[src/rtl/uart_tx_arbiter_pkg.sv]
// Shared types and helpers for the UART TX write-port arbiter.
// Latency: n/a (declarations only).
// Backpressure: n/a.
package uart_tx_arbiter_pkg;

  // Width of one UART byte lane.
  localparam int BYTE_W = 8;

  // Arbiter FSM: IDLE picks an owner, XFER streams the owner's packet.
  typedef enum logic {
    ST_IDLE = 1'b0,
    ST_XFER = 1'b1
  } state_e;

  // Successor of a requester index on the round-robin ring.
  function automatic int wrap_inc(input int idx, input int n);
    return (idx + 1 >= n) ? 0 : idx + 1;
  endfunction

endpackage

[src/rtl/uart_tx_arbiter_rr_arbiter.sv]
// Rotating-priority pick: first set request at or after ptr, wrapping around.
// Latency: purely combinational.
// Backpressure: none; caller decides when to register the winner.
//
// Ports:
//   req    : request vector, one bit per requester
//   ptr    : index holding highest priority this round
//   winner : chosen index (0 when nothing requests)
//   any    : at least one request is set
module rr_arbiter #(
  parameter int N = 4
) (
  input  logic [N-1:0]         req,
  input  logic [$clog2(N)-1:0] ptr,
  output logic [$clog2(N)-1:0] winner,
  output logic                 any
);

  localparam int IW = $clog2(N);

  logic [2*N-1:0] rot;
  int             w;

  always_comb begin
    // After the shift, bit k of rot is req[(ptr + k) mod N].
    rot    = {req, req} >> ptr;
    winner = '0;
    any    = 1'b0;
    w      = 0;
    for (int k = 0; k < N; k++) begin
      if (!any && rot[k]) begin
        any = 1'b1;
        w   = int'(ptr) + k;
        if (w >= N) begin
          w = w - N;
        end
        winner = IW'(w);
      end
    end
  end

endmodule

[src/rtl/uart_tx_arbiter.sv]
// Packet-granular round-robin arbiter for one UART TX FIFO write port, with stall watchdog.
// Latency: grant 1 cycle after req_valid seen; bytes pass through combinationally while owned.
// Backpressure: uart_tx_fifo_full drops the owner's req_ready; full cycles never count as stalls.
//
// Ports:
//   clk, rstn                     : clock, async active-low reset
//   req_data/valid/last, req_ready: per-requester byte streams (lane i at [8*i+7:8*i])
//   uart_tx_fifo_din/wr_en/full   : TX FIFO write side
//   grant_id                      : current/last owner index
//   busy                          : high while a packet is in flight
//   timeout_err                   : one-cycle pulse on the bit of an aborted owner
module uart_tx_arbiter
  import uart_tx_arbiter_pkg::*;
#(
  parameter int NUM_REQ        = 4,
  parameter int TIMEOUT_CYCLES = 1000
) (
  input  logic                       clk,
  input  logic                       rstn,
  input  logic [BYTE_W*NUM_REQ-1:0]  req_data,
  input  logic [NUM_REQ-1:0]         req_valid,
  input  logic [NUM_REQ-1:0]         req_last,
  output logic [NUM_REQ-1:0]         req_ready,
  output logic [BYTE_W-1:0]          uart_tx_fifo_din,
  output logic                       uart_tx_fifo_wr_en,
  input  logic                       uart_tx_fifo_full,
  output logic [$clog2(NUM_REQ)-1:0] grant_id,
  output logic                       busy,
  output logic [NUM_REQ-1:0]         timeout_err
);

  localparam int GW = $clog2(NUM_REQ);
  localparam int CW = $clog2(TIMEOUT_CYCLES);
  localparam logic [CW-1:0] STALL_LIMIT = CW'(TIMEOUT_CYCLES - 1);

  state_e        state_q, state_d;
  logic [GW-1:0] grant_q, grant_d;
  logic [GW-1:0] rr_ptr_q, rr_ptr_d;
  logic [CW-1:0] stall_cnt_q, stall_cnt_d;

  logic [GW-1:0]     pick_id;
  logic              pick_any;
  logic [GW-1:0]     grant_nxt;
  logic              own_vld;
  logic              own_last;
  logic [BYTE_W-1:0] own_dat;

  rr_arbiter #(
    .N (NUM_REQ)
  ) u_rr (
    .req    (req_valid),
    .ptr    (rr_ptr_q),
    .winner (pick_id),
    .any    (pick_any)
  );

  // Owner's lane, selected by an explicit compare so every index stays constant.
  always_comb begin
    own_vld  = 1'b0;
    own_last = 1'b0;
    own_dat  = '0;
    for (int i = 0; i < NUM_REQ; i++) begin
      if (GW'(i) == grant_q) begin
        own_vld  = req_valid[i];
        own_last = req_last[i];
        own_dat  = req_data[i*BYTE_W +: BYTE_W];
      end
    end
    // The finishing owner drops to lowest priority for the next round.
    grant_nxt = GW'(wrap_inc(int'(grant_q), NUM_REQ));
  end

  always_comb begin
    state_d            = state_q;
    grant_d            = grant_q;
    rr_ptr_d           = rr_ptr_q;
    stall_cnt_d        = stall_cnt_q;
    req_ready          = '0;
    uart_tx_fifo_wr_en = 1'b0;
    uart_tx_fifo_din   = '0;
    timeout_err        = '0;

    case (state_q)
      ST_IDLE: begin
        // No byte moves here; the winner is registered and served next cycle.
        if (pick_any) begin
          grant_d     = pick_id;
          stall_cnt_d = '0;
          state_d     = ST_XFER;
        end
      end

      ST_XFER: begin
        req_ready[grant_q] = ~uart_tx_fifo_full;
        uart_tx_fifo_wr_en = own_vld & ~uart_tx_fifo_full;
        uart_tx_fifo_din   = own_dat;

        if (own_vld && !uart_tx_fifo_full) begin
          stall_cnt_d = '0;
          if (own_last) begin
            rr_ptr_d = grant_nxt;
            state_d  = ST_IDLE;
          end
        end else if (!own_vld && !uart_tx_fifo_full) begin
          // Owner went quiet while the FIFO had room: a genuine stall.
          if (stall_cnt_q == STALL_LIMIT) begin
            timeout_err[grant_q] = 1'b1;
            rr_ptr_d             = grant_nxt;
            stall_cnt_d          = '0;
            state_d              = ST_IDLE;
          end else begin
            stall_cnt_d = stall_cnt_q + 1'b1;
          end
        end
      end

      default: begin
        state_d = ST_IDLE;
      end
    endcase
  end

  always_ff @(posedge clk or negedge rstn) begin
    if (!rstn) begin
      state_q     <= ST_IDLE;
      grant_q     <= '0;
      rr_ptr_q    <= '0;
      stall_cnt_q <= '0;
    end else begin
      state_q     <= state_d;
      grant_q     <= grant_d;
      rr_ptr_q    <= rr_ptr_d;
      stall_cnt_q <= stall_cnt_d;
    end
  end

  assign grant_id = grant_q;
  assign busy     = (state_q == ST_XFER);

endmodule

[config.mk]
export PLATFORM = sky130hd
export DESIGN_NAME = uart_tx_arbiter
export DESIGN_NICKNAME = d
export VERILOG_FILES = /design/src/rtl/uart_tx_arbiter_pkg.sv /design/src/rtl/uart_tx_arbiter_rr_arbiter.sv /design/src/rtl/uart_tx_arbiter.sv
export SDC_FILE = /design/constraint.sdc
export NUM_CORES = 1
export LEC_CHECK = 0
export ABC_AREA = 1
export BUFFER_PORTS_ARGS = -buffer_cell sky130_fd_sc_hd__buf_2
export CAP_MARGIN = 40
export CORE_UTILIZATION = 47
export CTS_BUF_LIST = sky130_fd_sc_hd__clkbuf_8
export DETAILED_ROUTE_END_ITERATION = 8
export GPL_TIMING_DRIVEN = 0
export PLACE_DENSITY = 0.77
export SLEW_MARGIN = 5
export SYNTH_ARGS = -nofsm -noshare
export SYNTH_HDL_FRONTEND = slang
export SYNTH_SLANG_ARGS = --single-unit
[constraint.sdc]
create_clock -name clk -period 3.7 [get_ports clk]
set_input_delay 0.925 -clock clk [delete_from_list [all_inputs] [get_ports clk]]
set_output_delay 0.925 -clock clk [all_outputs]
set_load 0.01 [all_outputs]
=== Word-level counts from Yosys, hierarchy flattened ===
Index checks and enable logic that the tools add are counted.

* Add/subtract/negate cells: 9
* Magnitude comparators: 7
* Equality and inequality tests: 7
* Shift-type cells: 1
* Muxes and demuxes: 49
* Bitwise logic cells: 4
* Reduce and logical (&&, ||, !) cells: 17

{| class="wikitable"
|+ Operators with widths
! kind !! count
|-
| 2-to-1 mux 10 bit || 4
|-
| 2-to-1 mux 8 bit || 5
|-
| 2-to-1 mux 2 bit || 13
|-
| 2-to-1 mux 4 bit || 5
|-
| case mux 10 bit (2 select lines) || 1
|-
| 2-to-1 mux 1 bit || 19
|-
| greater-or-equal comparator 3 bit (second input constant) || 4
|-
| adder 10 x 1 -> 10 bit (second input constant) || 1
|-
| == test 10 bit (second input constant) || 1
|-
| right shift 8 x 2 -> 4 bit || 1
|-
| subtractor 2 x 1 -> 2 bit (second input constant) || 4
|-
| adder 2 x 1 -> 3 bit (second input constant) || 2
|-
| adder 2 x 2 -> 3 bit (second input constant) || 2
|-
| logical AND 1 bit || 6
|-
| zero test 1 bit || 5
|-
| bitwise AND 4 bit || 1
|-
| == test 2 bit (first input constant) || 2
|-
| != test 2 bit (second input constant) || 2
|-
| AND reduction 2 bit || 2
|-
| AND reduction 4 bit || 1
|-
| nonzero test 2 bit || 2
|-
| greater-or-equal comparator 2 x 3 -> 1 bit (second input constant) || 1
|-
| less-than comparator 2 x 3 -> 1 bit (second input constant) || 1
|-
| != test 3 x 1 -> 1 bit (second input constant) || 1
|-
| other kinds (7) || 8
|}

* Flip-flop bits (word level): 15
* Input bits: 43

=== Depth between registers and ports, before layout ===
* Word-level depth: 13
* Mapped depth: 13

=== By module ===
Synthesis repeated with hierarchy kept, for this count alone.

* Cells, all modules: 245
* Area total of the unflattened synthesis: 1657.8 um^2

{| class="wikitable"
|+ By module, submodules not included
! module !! times used !! cells each !! area an instance (um^2)
|-
| uart_tx_arbiter || 1 || 192 || 1327.5
|-
| rr_arbiter || 1 || 53 || 330.3
|}

=== Worst setup path before layout ===
No wires, ideal clock.

* Kind: input to output
* Start point: in uart_tx_fifo_full
* End point: out timeout_err[0]
* Arrival: 1.767 ns
* Data required time: 2.775 ns
* Slack: 1.008 ns
* Stages on the path: 4
* Path buffers: 1
* Cells stage by stage: nor2_1 inv_2 buf_6 nor3_1

* Longest elaborated chain between the ends: 5

{| class="wikitable"
|+ RTL lines
! what !! line !! source
|-
| start, declared || uart_tx_arbiter.sv:26 || <nowiki>input logic uart_tx_fifo_full,</nowiki>
|-
| zero test 1 bit (*) || uart_tx_arbiter.sv:98, uart_tx_arbiter.sv:104 ||
|-
| logical AND 1 bit || uart_tx_arbiter.sv:104 || <nowiki>end else if (!own_vld && !uart_tx_fifo_full) begin</nowiki>
|-
| 2-to-1 mux 4 bit || uart_tx_arbiter.sv:104 ||
|-
| 2-to-1 mux 4 bit (*) || uart_tx_arbiter.sv:98 || <nowiki>if (own_vld && !uart_tx_fifo_full) begin</nowiki>
|-
| 2-to-1 mux 4 bit (*) || uart_tx_arbiter.sv:83 || <nowiki>case (state_q)</nowiki>
|-
| end, declared || uart_tx_arbiter.sv:29 || <nowiki>output logic [NUM_REQ-1:0] timeout_err</nowiki>
|}

Every way passes the cells marked *; elsewhere a longest branch is shown, timed or not.

=== Worst setup path after layout ===
* Start point: reg grant_q[0] (netlist: grant_id[0])
* End point: out uart_tx_fifo_din[0]

* Longest elaborated chain between the ends: 6

{| class="wikitable"
|+ RTL lines
! what !! line !! source
|-
| start, declared || uart_tx_arbiter.sv:37 || <nowiki>logic [GW-1:0] grant_q, grant_d;</nowiki>
|-
| start signal, assigned || uart_tx_arbiter.sv:131 || <nowiki>grant_q <= grant_d;</nowiki>
|-
| zero test 2 bit || uart_tx_arbiter.sv:63 || <nowiki>if (GW'(i) == grant_q) begin</nowiki>
|-
| 2-to-1 mux 8 bit (3 in series) || uart_tx_arbiter.sv:63 ||
|-
| 2-to-1 mux 8 bit (*) || uart_tx_arbiter.sv:63 ||
|-
| 2-to-1 mux 8 bit (*) || uart_tx_arbiter.sv:83 ||
|-
| end, declared || uart_tx_arbiter.sv:24 || <nowiki>output logic [BYTE_W-1:0] uart_tx_fifo_din,</nowiki>
|}

Marked as above.

==> impl.org <==
** Synthesis
- In this run the cell area of the synthesized design comes to 1670 sq um.
- sky130_fd_sc_hd__nand2_1 is the most common cell in the netlist.
- Number of enable-type register cells in the synthesized netlist :: 0
- Synthesis Warnings :: 0
- The average instance in the mapped netlist occupies 6.07 sq um.
- Fraction of registers with async set/reset :: 100%
- The top cell type by area accounts for 22.5% of the synthesized area.
- Most area-consuming cells after synthesis :: sky130_fd_sc_hd__dfrtp_1 (22%), sky130_fd_sc_hd__nand2_1 (16%), sky130_fd_sc_hd__nand3_1 (8.1%)
- After synthesis the netlist holds a flip-flop and latch count of 15.
- The netlist uses 29 different library cells.
- In the synthesized netlist, the cells that appear most often are sky130_fd_sc_hd__nand2_1 (69), sky130_fd_sc_hd__nor2_1 (35), sky130_fd_sc_hd__nand3_1 (27), sky130_fd_sc_hd__inv_1 (26), sky130_fd_sc_hd__o21ai_0 (26).
- Post-synth top area cell :: sky130_fd_sc_hd__dfrtp_1
- Synthesis produced 275 cells.
- Counting every net in the synthesized netlist gives 323.
- Sequential cells were found to cover 22.5% of the synthesized design area.
- Among all flip-flop cells after synthesis, the most frequent one is sky130_fd_sc_hd__dfrtp_1.

** STA
- Upper clock frequency limit :: 328 MHz
- Unrepaired setup endpoints after global routing :: no
- Measured against its own limit, the worst slew margin works out to 70.1%.
- After layout, the worst path uses 82.3% of the clock period.
- Number of endpoints failing setup at the final stage :: 0
- Final setup TNS :: 0 ns
- Slew Viols, Final :: 0
- The clock arrives with 0.00475 ns of skew.
- Slew at the pin closest to its max-slew limit :: 0.448 ns
- The count of endpoints failing hold in the final timing report is 0.
- Post-layout minimum cycle time :: 3.05 ns

** Layout
- The filler cells instantiated in the layout total 352.
- In the final layout, the share of cells above drive strength 1 is 26.4%.
- The area growth from synthesis to layout is 24.7%.
- Number of antenna cells inserted :: 0
- For this run, the post-layout net count is 390.

** Outcome
- The flow ran to the end, and the final reports show no timing, DRC or antenna violations.

** Die
- Total Die Area :: 3800 sq um
- Floorplan die height :: 61.6 microns
- Number of placement rows :: 21
- Overall die width :: 61.6 microns
- Starting utilization of the core area :: 49.7%
- During I/O placement, the number of pins put on the boundary was 63.
- The total area inside the core boundary comes to 3360 sq um.

** Global routing
- Pin count of the biggest net entering global routing :: 16
- Number of antenna violations at the first check in global routing :: 0
- Number of global-route vias before repair :: 1660
- Global routing used 25.0% of the available tracks across all layers.
- Overflow after GRT :: 0
- Wire length of the first global-routing pass :: 7000 microns

** Drt
- In the detailed route, the total length drawn on met2 is 2180 microns.
- The detail route stage leaves a number of antenna-violating nets equal to 0.
- The routed design uses 380 microns of met3 wire.
- Dividing the detail-routed via count by the number of cells gives 5.12.
- For this block, the initial DRC count from the detailed router was 112.
- The highest metal layer carrying signal wires in the routed design is met4.
- In the final routed layout, each cell accounts on average for 11.9 microns.
- DRC :: 0
- The detailed router placed 1983 vias in this run.
- Total Wirelength :: 4610 microns
- In the final routing, the length of wire on met1 measures 1980 microns.
- 1st-pass router iterations :: 6

** Worst setup path
- STA classifies the critical path startpoint as a flip-flop.
- The worst setup path is captured at an output pin.
- Arrival time of the worst setup path :: 2.12 ns
- Critical path required time :: 2.77 ns
- Top fanout value on the critical path :: 10
- The worst setup path is of the flip-flop to output pin kind.

** Clock network
- Number of clock sinks seen by CTS :: 15
- Inserted Clock Buffers :: 3
- TritonCTS built the clock tree.
- For this design, the CTS-stage hold fixing added 0 buffers.
- The cell sitting at the root of the clock tree is a sky130_fd_sc_hd__clkbuf_8.
- Clock insertion delay at the later pin of the skew report :: 0.26 ns
- Post-CTS Repair Setup Buffers :: 0
- CTS built an H-tree with a depth of 1.
- The clock passes through at most 2 buffers.
- Clock slew at the register clock pins of the worst setup and hold paths :: 0.07 ns
- Number of instances resized during post-cts repair :: 0

** Flow run
- Total of max-cap violations :: 0

** Placement
- HPWL Detailed :: 3630 microns
- Buffers placed on the I/O ports in this run total 62.
- Routability-driven placement congestion ratio :: 0.913

** Power
- Summed over all cells, the static leakage comes to 1.19 nW.
- Power Density :: 685 nW/um^2
- Across the VDD grid, the largest voltage drop is 0.000340 V.
- Total power for the finished layout comes to 1.43 mW.

** Worst hold path
- The worst hold path belongs to the class input pin to async pin.
## layer usage
layer	global-route usage (%)	vias to the layer above
met4	8.57	0
met1	29.8	873
met5	0	-
met2	45.3	74
met3	3.78	7
li1	-	1029
## layout by cell type (no fill, tap or decap), types with 2 or more instances in the layout
master and instances:
sky130_fd_sc_hd__nor2_1 35, sky130_fd_sc_hd__buf_2 64, sky130_fd_sc_hd__dfrtp_1 15, sky130_fd_sc_hd__nand3_1 27, sky130_fd_sc_hd__buf_6 4, sky130_fd_sc_hd__ha_1 5
sky130_fd_sc_hd__xor2_1 4, sky130_fd_sc_hd__o21bai_1 2, sky130_fd_sc_hd__nand2_2 8, sky130_fd_sc_hd__nor3_1 8, sky130_fd_sc_hd__inv_2 3, sky130_fd_sc_hd__a21oi_1 19
sky130_fd_sc_hd__nand4_1 6, sky130_fd_sc_hd__o21ai_0 26, sky130_fd_sc_hd__nand2_1 69, sky130_fd_sc_hd__clkbuf_8 3, sky130_fd_sc_hd__clkbuf_1 4, sky130_fd_sc_hd__inv_1 27
## path summary, 6_finish.rpt
check                                            from                         end  slack [ns]  depth (start not counted)
min in group clk           stall_cnt_q[9]$_DFFE_PN0P_  stall_cnt_q[9]$_DFFE_PN0P_        0.57                          2
max in group asynchronous                        rstn     rr_ptr_q[0]$_DFFE_PN0P_        2.88                          1
min                                              rstn  stall_cnt_q[5]$_DFFE_PN0P_        0.56                          1
max                           grant_id[0]$_DFFE_PN0P_         uart_tx_fifo_din[0]        0.65                          7
max reg2reg                   grant_id[0]$_DFFE_PN0P_     rr_ptr_q[1]$_DFFE_PN0P_        1.84                          8
min reg2reg                stall_cnt_q[9]$_DFFE_PN0P_  stall_cnt_q[9]$_DFFE_PN0P_        0.57                          2
## metrics by stage
stage | instances | hold slack (ns) | setup slack, ns | utilization (%) | instance area (sq um)
2_1_floorplan | 275 | 0.514 | 1.01 | - | 1670
3_3_place_gp | 383 | 0.547 | 0.755 | 60.6 | 2040
3_5_place_dp | 383 | 0.547 | 0.730 | 60.6 | 2040
4_1_cts | 387 | 0.566 | 0.619 | 61.9 | 2080
5_1_grt | 387 | 0.598 | 0.465 | 61.9 | 2080
6_report | 387 | 0.562 | 0.655 | 61.9 | 2080
## sequential cells by signal, indices dropped and copies added, names as in the netlist
name / flops
stall_cnt_q: 10
busy: 1
grant_id: 2
rr_ptr_q: 2
## where the power goes
part           leakage [nW]  internal, mW  switching [mW]  total (mW)
logic                 0.965         0.387           0.618        1.01
registers             0.195         0.217          0.0680       0.285
clock network        0.0269        0.0737          0.0628       0.137
total                  1.19         0.678           0.749        1.43
## critical path, cell delays in order (launching register included)
cell	delay, ns
sky130_fd_sc_hd__dfrtp_1	0.47
sky130_fd_sc_hd__inv_1	0.11
sky130_fd_sc_hd__ha_1	0.26
sky130_fd_sc_hd__inv_1	0.22
sky130_fd_sc_hd__clkbuf_1	0.32
sky130_fd_sc_hd__o21ai_0	0.15
sky130_fd_sc_hd__a21oi_1	0.18
sky130_fd_sc_hd__buf_2	0.16
## cell type report
type	count	area [sq um]	share of cell area, %
Buffer	11	90.1	4.32
Clock buffer	3	41.3	1.98
Clock inverter	1	3.75	0.180
Inverter	31	121	5.83
Multi-Input combinational cell	218	1080	52.0
Sequential cell	15	375	18.0
Tap cell	46	57.6	2.76
Timing Repair Buffer	62	310	14.9
## cell families after synthesis
group                    after synthesis  share of synthesized area (%)
AND/OR/NAND/NOR                      158                           42.8
flip-flops                            15                           22.5
AO/OA/AOI/OAI                         50                           15.7
XOR/XNOR                               5                           2.62
adder cells (fa/ha/maj)                5                           3.75
buffers and inverters                 42                           12.7
Note: power is estimated with default switching activity, not from simulation.
